**config.mk**
```make
export PLATFORM = sky130hd
export DESIGN_NAME = uart16550_rx
export DESIGN_NICKNAME = d
export VERILOG_FILES = /design/src/rtl/uart16550_rx.sv
export SDC_FILE = /design/constraint.sdc
export NUM_CORES = 1
export LEC_CHECK = 0
export CAP_MARGIN = 20
export CORE_ASPECT_RATIO = 0.7
export CORE_MARGIN = 2
export CORE_UTILIZATION = 32
export DETAILED_ROUTE_END_ITERATION = 8
export DONT_BUFFER_PORTS = 1
export SETUP_SLACK_MARGIN = 0.02
export SLEW_MARGIN = 20
export SYNTH_ARGS = -nofsm -noshare
export SYNTH_HDL_FRONTEND = slang
export SYNTH_SLANG_ARGS = --single-unit
```
**constraint.sdc**
```tcl
create_clock -name clk_i -period 2.2 [get_ports clk_i]
set_input_delay 0.55 -clock clk_i [delete_from_list [all_inputs] [get_ports clk_i]]
set_output_delay 0.55 -clock clk_i [all_outputs]
set_load 0.05 [all_outputs]
```
**src/rtl/uart16550_rx.sv**
```systemverilog
// UART16550 serial receiver: oversamples sin at 16x baud, deserialises one
// character per frame and writes {bi, fe, pe, d[7:0]} to the Rx FIFO.
module uart16550_rx #(
    parameter int SYNC_STAGES = 2
) (
    input  logic        clk_i,
    input  logic        rst_i,
    input  logic        baud16_i,
    input  logic        sin_i,
    input  logic [1:0]  wls_i,
    input  logic        pen_i,
    input  logic        eps_i,
    input  logic        stick_parity_i,
    output logic [10:0] rx_d_o,
    output logic        rx_we_o,
    output logic        busy_o,
    output logic        sin_sync_o
);

    typedef enum logic [2:0] {
        IDLE     = 3'd0,
        START    = 3'd1,
        DATA     = 3'd2,
        PARITY   = 3'd3,
        STOP     = 3'd4,
        BRK_WAIT = 3'd5
    } state_t;

    // Expected parity bit for the received data under the latched frame settings.
    function automatic logic exp_parity(input logic [7:0] d, input logic eps, input logic stick);
        logic x;
        x = ^d;
        if (stick) begin
            exp_parity = ~eps;
        end else if (eps) begin
            exp_parity = x;
        end else begin
            exp_parity = ~x;
        end
    endfunction

    state_t                 state_r, state_nxt;
    logic [SYNC_STAGES-1:0] sync_r;
    logic                   sin_s;
    logic [3:0]             tick_r;
    logic [2:0]             bit_r;
    logic [2:0]             last_bit_s;
    logic [7:0]             data_r;
    logic [1:0]             wls_r;
    logic                   pen_r, eps_r, stick_r;
    logic                   pe_r;
    logic                   zero_r;
    logic                   tick_clr_s, sample_s, latch_s, write_s;
    logic [10:0]            rx_d_r;
    logic                   rx_we_r;
    logic                   busy_r;

    assign sin_s      = sync_r[SYNC_STAGES-1];
    assign last_bit_s = {1'b0, wls_r} + 3'd4;

    // Metastability synchroniser for the asynchronous serial line, idles high.
    always_ff @(posedge clk_i or posedge rst_i) begin
        if (rst_i) begin
            sync_r <= '1;
        end else begin
            sync_r <= {sync_r[SYNC_STAGES-2:0], sin_i};
        end
    end

    // State register.
    always_ff @(posedge clk_i or posedge rst_i) begin
        if (rst_i) begin
            state_r <= IDLE;
        end else begin
            state_r <= state_nxt;
        end
    end

    // Next-state and datapath strobes; everything advances only on baud ticks.
    always_comb begin
        state_nxt  = state_r;
        tick_clr_s = 1'b0;
        sample_s   = 1'b0;
        latch_s    = 1'b0;
        write_s    = 1'b0;
        if (baud16_i) begin
            case (state_r)
                IDLE: begin
                    if (!sin_s) begin
                        state_nxt  = START;
                        tick_clr_s = 1'b1;
                    end else begin
                        state_nxt = IDLE;
                    end
                end
                START: begin
                    if (tick_r == 4'd7) begin
                        if (sin_s) begin
                            state_nxt = IDLE;
                        end else begin
                            state_nxt  = DATA;
                            latch_s    = 1'b1;
                            tick_clr_s = 1'b1;
                        end
                    end else begin
                        state_nxt = START;
                    end
                end
                DATA: begin
                    if (tick_r == 4'd15) begin
                        sample_s = 1'b1;
                        if (bit_r == last_bit_s) begin
                            state_nxt = pen_r ? PARITY : STOP;
                        end else begin
                            state_nxt = DATA;
                        end
                    end else begin
                        state_nxt = DATA;
                    end
                end
                PARITY: begin
                    if (tick_r == 4'd15) begin
                        sample_s  = 1'b1;
                        state_nxt = STOP;
                    end else begin
                        state_nxt = PARITY;
                    end
                end
                STOP: begin
                    // Leaving at mid stop bit lets a back-to-back start bit be caught.
                    if (tick_r == 4'd15) begin
                        sample_s  = 1'b1;
                        write_s   = 1'b1;
                        state_nxt = (zero_r && !sin_s) ? BRK_WAIT : IDLE;
                    end else begin
                        state_nxt = STOP;
                    end
                end
                BRK_WAIT: begin
                    if (sin_s) begin
                        state_nxt = IDLE;
                    end else begin
                        state_nxt = BRK_WAIT;
                    end
                end
                default: begin
                    state_nxt = IDLE;
                end
            endcase
        end else begin
            state_nxt = state_r;
        end
    end

    // Oversampling tick counter.
    always_ff @(posedge clk_i or posedge rst_i) begin
        if (rst_i) begin
            tick_r <= 4'd0;
        end else if (baud16_i) begin
            tick_r <= tick_clr_s ? 4'd0 : tick_r + 4'd1;
        end else begin
            tick_r <= tick_r;
        end
    end

    // Frame settings, shift data, parity error and all-zero (break) tracking.
    always_ff @(posedge clk_i or posedge rst_i) begin
        if (rst_i) begin
            wls_r   <= 2'd0;
            pen_r   <= 1'b0;
            eps_r   <= 1'b0;
            stick_r <= 1'b0;
            data_r  <= 8'd0;
            bit_r   <= 3'd0;
            pe_r    <= 1'b0;
            zero_r  <= 1'b0;
        end else if (latch_s) begin
            wls_r   <= wls_i;
            pen_r   <= pen_i;
            eps_r   <= eps_i;
            stick_r <= stick_parity_i;
            data_r  <= 8'd0;
            bit_r   <= 3'd0;
            pe_r    <= 1'b0;
            zero_r  <= 1'b1;
        end else if (sample_s) begin
            zero_r <= zero_r & ~sin_s;
            if (state_r == DATA) begin
                data_r[bit_r] <= sin_s;
                bit_r         <= bit_r + 3'd1;
            end else if (state_r == PARITY) begin
                pe_r <= sin_s ^ exp_parity(data_r, eps_r, stick_r);
            end else begin
                pe_r <= pe_r;
            end
        end else begin
            zero_r <= zero_r;
        end
    end

    // Registered FIFO write port and busy flag.
    always_ff @(posedge clk_i or posedge rst_i) begin
        if (rst_i) begin
            rx_d_r  <= 11'd0;
            rx_we_r <= 1'b0;
            busy_r  <= 1'b0;
        end else begin
            rx_we_r <= write_s;
            busy_r  <= (state_nxt != IDLE);
            if (write_s) begin
                if (zero_r && !sin_s) begin
                    rx_d_r <= 11'h600;
                end else begin
                    rx_d_r <= {1'b0, ~sin_s, pe_r, data_r};
                end
            end else begin
                rx_d_r <= rx_d_r;
            end
        end
    end

    assign rx_d_o     = rx_d_r;
    assign rx_we_o    = rx_we_r;
    assign busy_o     = busy_r;
    assign sin_sync_o = sin_s;

endmodule

```
### Word-level counts from Yosys, hierarchy flattened

Index checks and enable logic that the tools add are counted.

| word-level totals | value |
|---|---|
| flip-flop bits (word level) | 40 |
| input bits | 9 |

| cells by class | value |
|---|---|
| add/subtract/negate cells | 3 |
| order comparisons | 2 |
| eq/ne operators | 9 |
| muxes and demuxes | 46 |
| bitwise operators | 5 |
| reduce and logical (&&, ||, !) cells | 12 |

Operators with widths:

| kind | count |
|---|---|
| two-way mux 3 bit | 12 |
| two-way mux 1 bit | 24 |
| two-way mux 8 bit | 3 |
| one-hot mux 3 bit (6 select lines) | 1 |
| two-way mux 11 bit | 1 |
| bitwise mux 8 bit | 1 |
| XOR reduction 8 bit | 1 |
| equality test 3 x 2 -> 1 bit, second input constant | 2 |
| equality test 3 bit, second input constant | 2 |
| nonzero test 2 bit | 3 |
| adder 4 x 1 -> 4 bit, second input constant | 1 |
| equality test 4 x 3 -> 1 bit, second input constant | 1 |
| equality test 4 bit, second input constant | 1 |
| < comparator 3 x 4 -> 1 bit, second input constant | 1 |
| two-way mux 4 bit | 1 |
| adder 2 x 3 -> 3 bit, second input constant | 1 |
| adder 3 x 1 -> 3 bit, second input constant | 1 |
| demux 1 bit (select 3 bit) | 1 |
| equality test 3 x 1 -> 1 bit, second input constant | 1 |
| equality test 3 bit | 1 |
| greater-or-equal comparator 3 x 1 -> 1 bit, second input constant | 1 |
| logical NOT 3 bit | 1 |
| inverter 1 bit | 3 |
| AND reduction 3 bit | 1 |
| 10 further kinds | 11 |

### Logic depth before layout (Yosys ltp)

Gate-level depths: netlist (run 1).

| logic depth | value |
|---|---|
| depth in word-level cells | 13 |
| gate-level depth with buffers | 7 |
| depth with buffers taken out | 6 |

### Worst setup path before layout (run 1)

Ideal clock, no wire load.

| timing path | value |
|---|---|
| path type | register to register |
| start point | register tick_r[0] |
| end point | register busy_r, in the netlist busy_o |
| setup time | 0.133 ns |
| arrival time | 1.813 ns |
| required time | 2.067 ns |
| path slack | 0.254 ns |
| stages on the path, launching flop included | 8 |
| buffers on the path | 1 |
| cell sequence | dfrtp_1 ha_1 and3_4 buf_6 and4_4 and3_1 a2111o_1 nand4bb_1 |

| between the ends | value |
|---|---|
| word-level cells in the longest chain between the ends | 5 |

RTL lines:

| element | line | text |
|---|---|---|
| start: declaration | 45 | `logic [3:0] tick_r;` |
| start signal: assignment | 160 | `tick_r <= tick_clr_s ? 4'd0 : tick_r + 4'd1;` |
| start signal: assignment | 162 | `tick_r <= tick_r;` |
| equality test 4 bit or equality test 4 x 3 -> 1 bit (tied branches) | -- |  |
| two-way mux 3 bit (on tied branches) | -- |  |
| one-hot mux 3 bit (6 select lines) (*) | 87 | `case (state_r)` |
| two-way mux 3 bit (*) | 86 | `if (baud16_i) begin` |
| named net state_nxt[0] | 42 | `state_t state_r, state_nxt;` |
| nonzero test 3 bit (*) | 209 | `busy_r <= (state_nxt != IDLE);` |
| end signal: assignment | 209 |  |
| end: declaration | 56 | `logic busy_r;` |

Mark *: on every way through the listed nets, which the timed path passes. The rest lies on a longest branch.
A chain may end at the register's enable or synchronous reset.

### Worst setup path after layout (run 1)

Ends and elaborated chain as after synthesis.

==> results of run 1 <==
where the power goes:
part / internal (uW) / leakage, uW / switching (uW) / total [uW]
registers: 833 / 0.000529 / 158 / 991
logic: 221 / 0.000415 / 225 / 446
clock network: 342 / 0.0000583 / 283 / 624
registers in the layout, summed over array words and instances (netlist names):
register  cells
tick_r        4
wls_r         2
bit_r         3
zero_r        1
busy_o        1
eps_r         1
pe_r          1
state_r       3
pen_r         1
stick_r       1
sync_r        2
data_r        8
rx_d_o       11
rx_we_o       1
routing by layer:
| layer | up-vias | wire (um) |
|---|---|---|
| li1 | 695 | - |
| met4 | 0 | 41 |
| met3 | 6 | 275 |
| met2 | 52 | 1410 |
| met1 | 633 | 2220 |
| met5 | - | 0 |
path summary, 6_finish.rpt:
kind	from	end	slack, ps	depth (start not counted)
setup / recovery	tick_r[0]$_DFFE_PP0P_	busy_o$_DFF_PP0_	180	6
hold / removal	sin_i	sync_r[0]$_DFF_PP1_	240	0
setup reg to reg	tick_r[0]$_DFFE_PP0P_	busy_o$_DFF_PP0_	180	6
hold reg to reg	sync_r[0]$_DFF_PP1_	sync_r[1]$_DFF_PP1_	360	0
max in group asynchronous	rst_i	sync_r[0]$_DFF_PP1_	1580	2
min in group asynchronous	rst_i	rx_d_o[9]$_DFFE_PP0P_	250	2
Yosys cell counts, drive strengths merged (2+ instances only):
master   instances
ha               2
nor3             2
nand2           40
o21ai           17
nand4            2
and4             2
o2111ai          2
inv              6
clkbuf           6
a21oi            2
mux2i            7
xor2             6
buf              4
dfstp            2
nor2b            4
dfrtp           38
and2             5
nand3           10
and3             5
nor2            13
mux2             6
xnor2            9
cell usage in the layout (no fill, tap or decap), drive strengths merged, types with 6 or more instances in the layout:
cell type,n
nand2,40
dfrtp,38
o21ai,17
nor2,13
nand3,10
xnor2,9
mux2i,7
inv,6
mux2,6
xor2,6
critical path, cell delays in order, from the launching register on:
cell and delay [ps]:
dfrtp_1 410, ha_1 270, and3_4 240, and4_4 200
and3_1 170, a2111o_1 400, nand4bb_1 200
cells by family after synthesis:
family / Yosys count / synth area share [%]
buffers and inverters: 16 / 5.00
AOI/OAI and AO/OA: 29 / 8.90
and+or+nand+nor: 89 / 22.1
muxes: 13 / 6.79
adders and majority gates: 2 / 1.24
xor gates and xnor gates: 15 / 6.49
DFF: 40 / 49.5
metrics by stage:
step,setup WS (ps),power [uW]
5_1_grt,87.1,2190
4_1_cts,181,2080
3_3_place_gp,278,1440
2_1_floorplan,254,1380
3_5_place_dp,191,1450
6_report,176,2060
cell type report:
cell class / count / area, um2 / share of cell area (%)
Multi-Input combinational cell: 148 / 921 / 41.9
Timing Repair Buffer: 5 / 37.5 / 1.71
Tap cell: 78 / 97.6 / 4.44
Clock inverter: 3 / 47.5 / 2.16
Sequential cell: 40 / 1000 / 45.6
Inverter: 6 / 22.5 / 1.02
Clock buffer: 5 / 68.8 / 3.13
==> results.ini, run 1 <==
[global_route]
grt_usage_pct = 12.2
use_met2_pct = 14.5
grt_pass1_wl_mm = 6.84
busiest_layer = met1
use_met1_pct = 20.5
grt_pass1_vias = 1347
grt_max_degree = 41
gr-total-overflow = 0
antenna_found_initial = 0
use_met3_pct = 3.85

[placement]
post_dp_cell_area_um2 = 2080
port_buffers = 0
hpwl_mm = 2.81
dpl.cell_count = 277
place_congestion = 0.863

[cells_and_area]
diodes = 0
final_cell_area_um2 = 2200
final_cells = 285
layout-drive-gt1-share_pct = 13.0
syn_to_final_growth_pct = 8.52
utilization_pct = 35.5
num-nets-final = 217
fillers = 631

[timing]
tightest_slew_ps = 501
grt_setup_unrepaired = no
setup_tns_ps = 0
fin_crit_sh_pct = 92.0
period_needed_ps = 2020
maxSlewViolCount = 0
finClkSkew_ps = 7.36
relSlewSlack_pct = 66.6
hold_violations = 0
whs_ps = 239
max_freq_ghz = 0.494
setup_viol = 0

[worst_setup_path]
end_kind = flop
start_kind = flop
cp.arrival_ps = 2200
crit_fanout = 8
crit_required_ps = 2370
path_class = reg2reg

[routing]
vias_per_cell = 4.86
num_vias = 1386
wl_per_cell_um = 13.9
dr.pass1.iters = 6
antenna_left = 0
drc = 0
drt-initial-drc-count = 93
wl_mm = 3.95

[synth]
yosys_warnings = 0
ys_types = 42
syn_nets = 215
synth_area_leaders = dfrtp_1 47%, nand2_1 7.4%, o21ai_0 4.2%, xnor2_1 3.9%, mux2i_1 3.5%
yosysSeqAreaShare_pct = 49.5
syn_area_um2 = 2030
yosys_most_used_dff = dfrtp_1
yosysTopAreaCell = dfrtp_1
async_reset_ff_share_pct = 100
synth_top_area_share_pct = 46.9
synth_enable_flop_cells = 0
ys_ff_latch = 40
avgSynthCellArea_um2 = 9.93
syn_inst = 204

[cts]
clk_latency_ps = 300
tritoncts = built
cts_num_sinks = 40
cts_resized = 0
clkTransAtPathRegs_ps = 90
cts_setup_buffers = 0
cts_buffers = 5
clk_path_buf_depth = 2
root_buffer = clkbuf_8
cts-hold-fix-buffers = 0
htree_levels = 2

[flow_run]
cap_violations = 0

[floorplanning]
rows = 24
die_width_um = 99.1
die_h_um = 70.6
core_um2 = 6190
io_pins = 23
dieArea_um2 = 6990
initial_core_util_pct = 32.7

[power]
power_leakage_uw = 0.00100
peakVddDrop_uv = 381
p_per_area_nw_per_um2 = 938

[run_status]
status = finished, final reports clean

[min_path]
min_path_type = in2reg

(Power assumes the default switching activity.)
==> run 2: changes to the inputs <==
- CORE_MARGIN: 2 -> default
- CORE_UTILIZATION: 32 -> 45
==> run 2 against run 1 <==
  * Register-to-register slack about the same
  * Die area fell by 32%
  * Non-clock buffer count unchanged
  * Hold slack better by 16 ps
  * Cell area fell by 2.4%
  * Highest routed layer unchanged
==> results.ini, run 2 (synthesis results as in run 1) <==
[power]
power_uw = 1940
switching_share_pct = 32.6
p_per_area_nw_per_um2 = 904
clkPwrFrac_pct = 25.7
power_leakage_uw = 0.000994
switching_power_uw = 631
peakVddDrop_uv = 471
combPwrFrac_pct = 23.2
p_int_uw = 1310
p_seq_share_pct = 51.1

[routing]
wl_mm = 3.91
num_vias = 1411
antenna_left = 0
drt-initial-drc-count = 128
vias_per_cell = 5.39
dr.pass1.iters = 4
wl_per_cell_um = 14.9
drc = 0

[cells_and_area]
fillers = 396
layout-drive-gt1-share_pct = 13.0
layout_common_cells = 40 x nand2_1, 38 x dfrtp_1, 17 x o21ai_0, 13 x nor2_1, 10 x nand3_1
seq_area_um2 = 1000
final_cells = 262
final_cell_area_um2 = 2150
syn_to_final_growth_pct = 5.93
multi_input_area_um2 = 921
num-nets-final = 217
layout_commonest_cell = nand2_1
largest_reg_flops = 11
diodes = 0

[global_route]
grt_usage_pct = 18.6
grt_max_degree = 41
gr-total-overflow = 0
grt_pass1_vias = 1324
grt_pass1_wl_mm = 6.45
antenna_found_initial = 0

[cts]
htree_levels = 2
clk_path_buf_depth = 2
tritoncts = built
cts-hold-fix-buffers = 0
cts_setup_buffers = 0
cts_resized = 0
clk_latency_ps = 290
cts_buffers = 5
root_buffer = clkbuf_8
clkTransAtPathRegs_ps = 70
cts_num_sinks = 40

[timing]
finClkSkew_ps = 5.42
fin_crit_sh_pct = 92.2
grt_setup_unrepaired = no
period_needed_ps = 2030
setup_viol = 0
max_freq_ghz = 0.493
relSlewSlack_pct = 66.2
whs_ps = 254
maxSlewViolCount = 0
hold_violations = 0
setup_tns_ps = 0
tightest_slew_ps = 507

[flow_run]
cap_violations = 0

[floorplanning]
die_width_um = 82.2
core_um2 = 4330
initial_core_util_pct = 46.8
die_h_um = 58.1
io_pins = 23
rows = 20
dieArea_um2 = 4780

[worst_setup_path]
slowest_stage = dfrtp_1
end_kind = flop
path_class = reg2reg
r2r_cells = 6
crit_chain = ha_1, and3_4, and4_4, and3_1, a2111o_1, nand4bb_1
start_kind = flop
crit_fanout = 8
crit_required_ps = 2360
cp.arrival_ps = 2190
critPathMaxStageDelay_ps = 410

[placement]
place_congestion = 0.848
hpwl_mm = 2.78
post_dp_cell_area_um2 = 2050
dpl.cell_count = 254
port_buffers = 0

[run_status]
status = finished, final reports clean

[min_path]
min_path_type = in2reg
holdPathStages = 0

## run 2: through the flow
step           worst slack [ps]  util (%)
2_1_floorplan               254         -
3_3_place_gp                265      47.4
3_5_place_dp                169      47.4
4_1_cts                     155      49.6
5_1_grt                    86.2      49.6
6_report                    172      49.6
## run 2: routing by layer
| metal | routed length, um | vias to the layer above | global-route usage (%) |
|---|---|---|---|
| met1 | 2000 | 675 | 26.3 |
| met4 | 38 | 0 | 7.27 |
| li1 | - | 694 | - |
| met3 | 237 | 5 | 5.83 |
| met2 | 1640 | 37 | 26.4 |
| met5 | 0 | - | 0 |
## run 2: worst paths after layout
| path | slack, ps | to | from |
|---|---|---|---|
| setup / recovery | 170 | busy_o$_DFF_PP0_ | tick_r[0]$_DFFE_PP0P_ |
| min in group asynchronous | 270 | rx_d_o[9]$_DFFE_PP0P_ | rst_i |
| hold reg to reg | 360 | sync_r[1]$_DFF_PP1_ | sync_r[0]$_DFF_PP1_ |
| max in group asynchronous | 1560 | sync_r[1]$_DFF_PP1_ | rst_i |
| setup reg to reg | 170 | busy_o$_DFF_PP0_ | tick_r[0]$_DFFE_PP0P_ |
| hold / removal | 250 | sync_r[0]$_DFF_PP1_ | sin_i |
## run 2: critical path: cells and delay by family (launching register included)
kind            cells  cell delay [ps]
compound gates      1              400
fa+ha+maj           1              270
flops               1              410
simple gates        4              830
## run 2: layout make-up
cell class              count  share of cell area (%)
flip-flops and latches     40                    46.8
multi-input cells         148                    42.9
clock buffers               6                    3.85
well taps                  55                    3.21
repair buffers              5                    1.75
inverters                   6                    1.05
clock inverters             2                   0.466
## run 2: power groups by stage
| stage | Clock, uW | Combinational (uW) | Sequential [uW] |
|---|---|---|---|
| after floorplan | 0 | 435 | 947 |
| after global placement | 0 | 441 | 993 |
| after detailed placement | 0 | 452 | 999 |
| after CTS | 514 | 455 | 986 |
| after global routing | 555 | 513 | 1010 |
| final | 499 | 450 | 991 |
==> run 3: changes to the inputs <==
- CELL_PAD_IN_SITES_DETAIL_PLACEMENT: default -> 1
- CELL_PAD_IN_SITES_GLOBAL_PLACEMENT: default -> 2
- CORE_UTILIZATION: 45 -> 40
- PLACE_DENSITY_LB_ADDON: default -> 0.1
==> run 3 against run 2 <==
  * Combinational power is 2% higher
  * Setup slack gained 24 ps
  * Sequential power is essentially flat
  * Critical path type unchanged
==> results.ini, run 3 (synthesis results as in run 1) <==
[run_status]
status = finished, final reports clean

[timing]
tightest_slew_ps = 505
max_freq_ghz = 0.499
maxSlewViolCount = 0
finClkSkew_ps = 4.66
relSlewSlack_pct = 66.3
whs_ps = 249
fin_crit_sh_pct = 91.1
setup_viol = 0
hold_violations = 0
setup_tns_ps = 0
grt_setup_unrepaired = no
period_needed_ps = 2000

[floorplanning]
io_pins = 23
rows = 21
initial_core_util_pct = 41.9
dieArea_um2 = 5360
die_width_um = 87.1
die_h_um = 61.5
core_um2 = 4830

[min_path]
hp-start = sin_i
min_path_type = in2reg

[worst_setup_path]
crit_start = tick_r[0]$_DFFE_PP0P_
crit_fanout = 8
cp.arrival_ps = 2170
path_class = reg2reg
crit_required_ps = 2370
end_kind = flop
start_kind = flop
rr_startpoint = tick_r[0]$_DFFE_PP0P_

[cts]
cts_buffers = 5
clkTransAtPathRegs_ps = 80
htree_levels = 2
clk_path_buf_depth = 2
cts_resized = 0
cts-hold-fix-buffers = 0
tritoncts = built
cts_setup_buffers = 0
cts_num_sinks = 40
root_buffer = clkbuf_8
clk_latency_ps = 290

[global_route]
grt_max_degree = 41
gr-total-overflow = 0
grt_pass1_wl_mm = 7.29
antenna_found_initial = 0
grt_pass1_vias = 1445
grt_usage_pct = 18.3

[placement]
hpwl_mm = 3.15
port_buffers = 0
place_congestion = 0.838
post_dp_cell_area_um2 = 2060

[flow_run]
cap_violations = 0

[power]
peakVddDrop_uv = 432
p_int_uw = 1390
power_leakage_uw = 0.000993
p_per_area_nw_per_um2 = 945
p_seq_share_pct = 48.7
combPwrFrac_pct = 22.4
switching_share_pct = 32.4
switching_power_uw = 666
clkPwrFrac_pct = 28.9

[cells_and_area]
diodes = 0
layout-drive-gt1-share_pct = 12.6
layout_common_cells = 40 x nand2_1, 38 x dfrtp_1, 17 x o21ai_0, 13 x nor2_1, 10 x nand3_1
syn_to_final_growth_pct = 7.35
final_cell_area_um2 = 2170
layout_commonest_cell = nand2_1
largest_reg_flops = 11
num-nets-final = 216

[routing]
drc = 0
num_vias = 1426
drt-initial-drc-count = 92
vias_per_cell = 5.19
antenna_left = 0
dr.pass1.iters = 4
wl_mm = 4.37
wl_per_cell_um = 15.9

-- run 3: cell types whose count changed in the layout (fill, tap and decap cells not counted), sizes merged --
cell	previous run	this run
bufinv	0	1
buf	5	4
clkinvlp	0	1
clkbuf	6	5
clkinv	2	1
-- run 3: layout make-up --
cell class | count | area, um2
inverter | 6 | 22.5
clock buffer | 5 | 68.8
fill | 566 | 2660
tap | 69 | 86.3
timing repair buffer | 4 | 30.0
clock inverter | 3 | 42.5
multi-input combinational | 148 | 921
sequential | 40 | 1000
-- run 3: metal layers --
| layer | track usage (%) | part of all wire (%) | vias to the layer above | routed length (um) |
|---|---|---|---|---|
| li1 | - | - | 699 | - |
| met1 | 26.0 | 51 | 696 | 2230 |
| met2 | 27.9 | 45 | 28 | 1960 |
| met3 | 4.83 | 3.8 | 3 | 164 |
| met4 | 5.00 | 0.32 | 0 | 14 |
| met5 | 0 | 0 | - | 0 |
-- run 3: power by group through the flow --
stage               Combinational [uW]  Sequential, uW  Clock, uW
detailed placement                 458            1020          0
floorplan                          435             947          0
global route                       520            1030        642
CTS                                466            1000        611
finish                             460            1000        595
global placement                   435            1010          0
-- run 3: path summary, 6_finish.rpt --
kind	end	slack [ps]	depth (start not counted)
worst max-delay path	busy_o$_DFF_PP0_	200	6
worst min-delay path	sync_r[0]$_DFF_PP1_	250	0
worst max register to register	busy_o$_DFF_PP0_	200	6
worst min register to register	sync_r[1]$_DFF_PP1_	360	0
max in group asynchronous	tick_r[0]$_DFFE_PP0P_	1580	2
min in group asynchronous	eps_r$_DFFE_PP0P_	260	2
-- run 3: through the flow --
stage / util [%] / power [uW] / setup WS, ps / instances
CTS: 45.0 / 2080 / 190 / 275
finish: 45.0 / 2060 / 197 / 275
floorplan: - / 1380 / 254 / 204
global placement: 42.7 / 1440 / 280 / 267
global route: 45.0 / 2190 / 125 / 275
detailed placement: 42.7 / 1470 / 219 / 267
-- run 3: critical path, cell delays in order (launching register included) --
cell	delay (ps)
dfrtp_1	410
ha_1	260
and3_4	240
and4_4	210
and3_1	160
a2111o_1	400
nand4bb_1	200
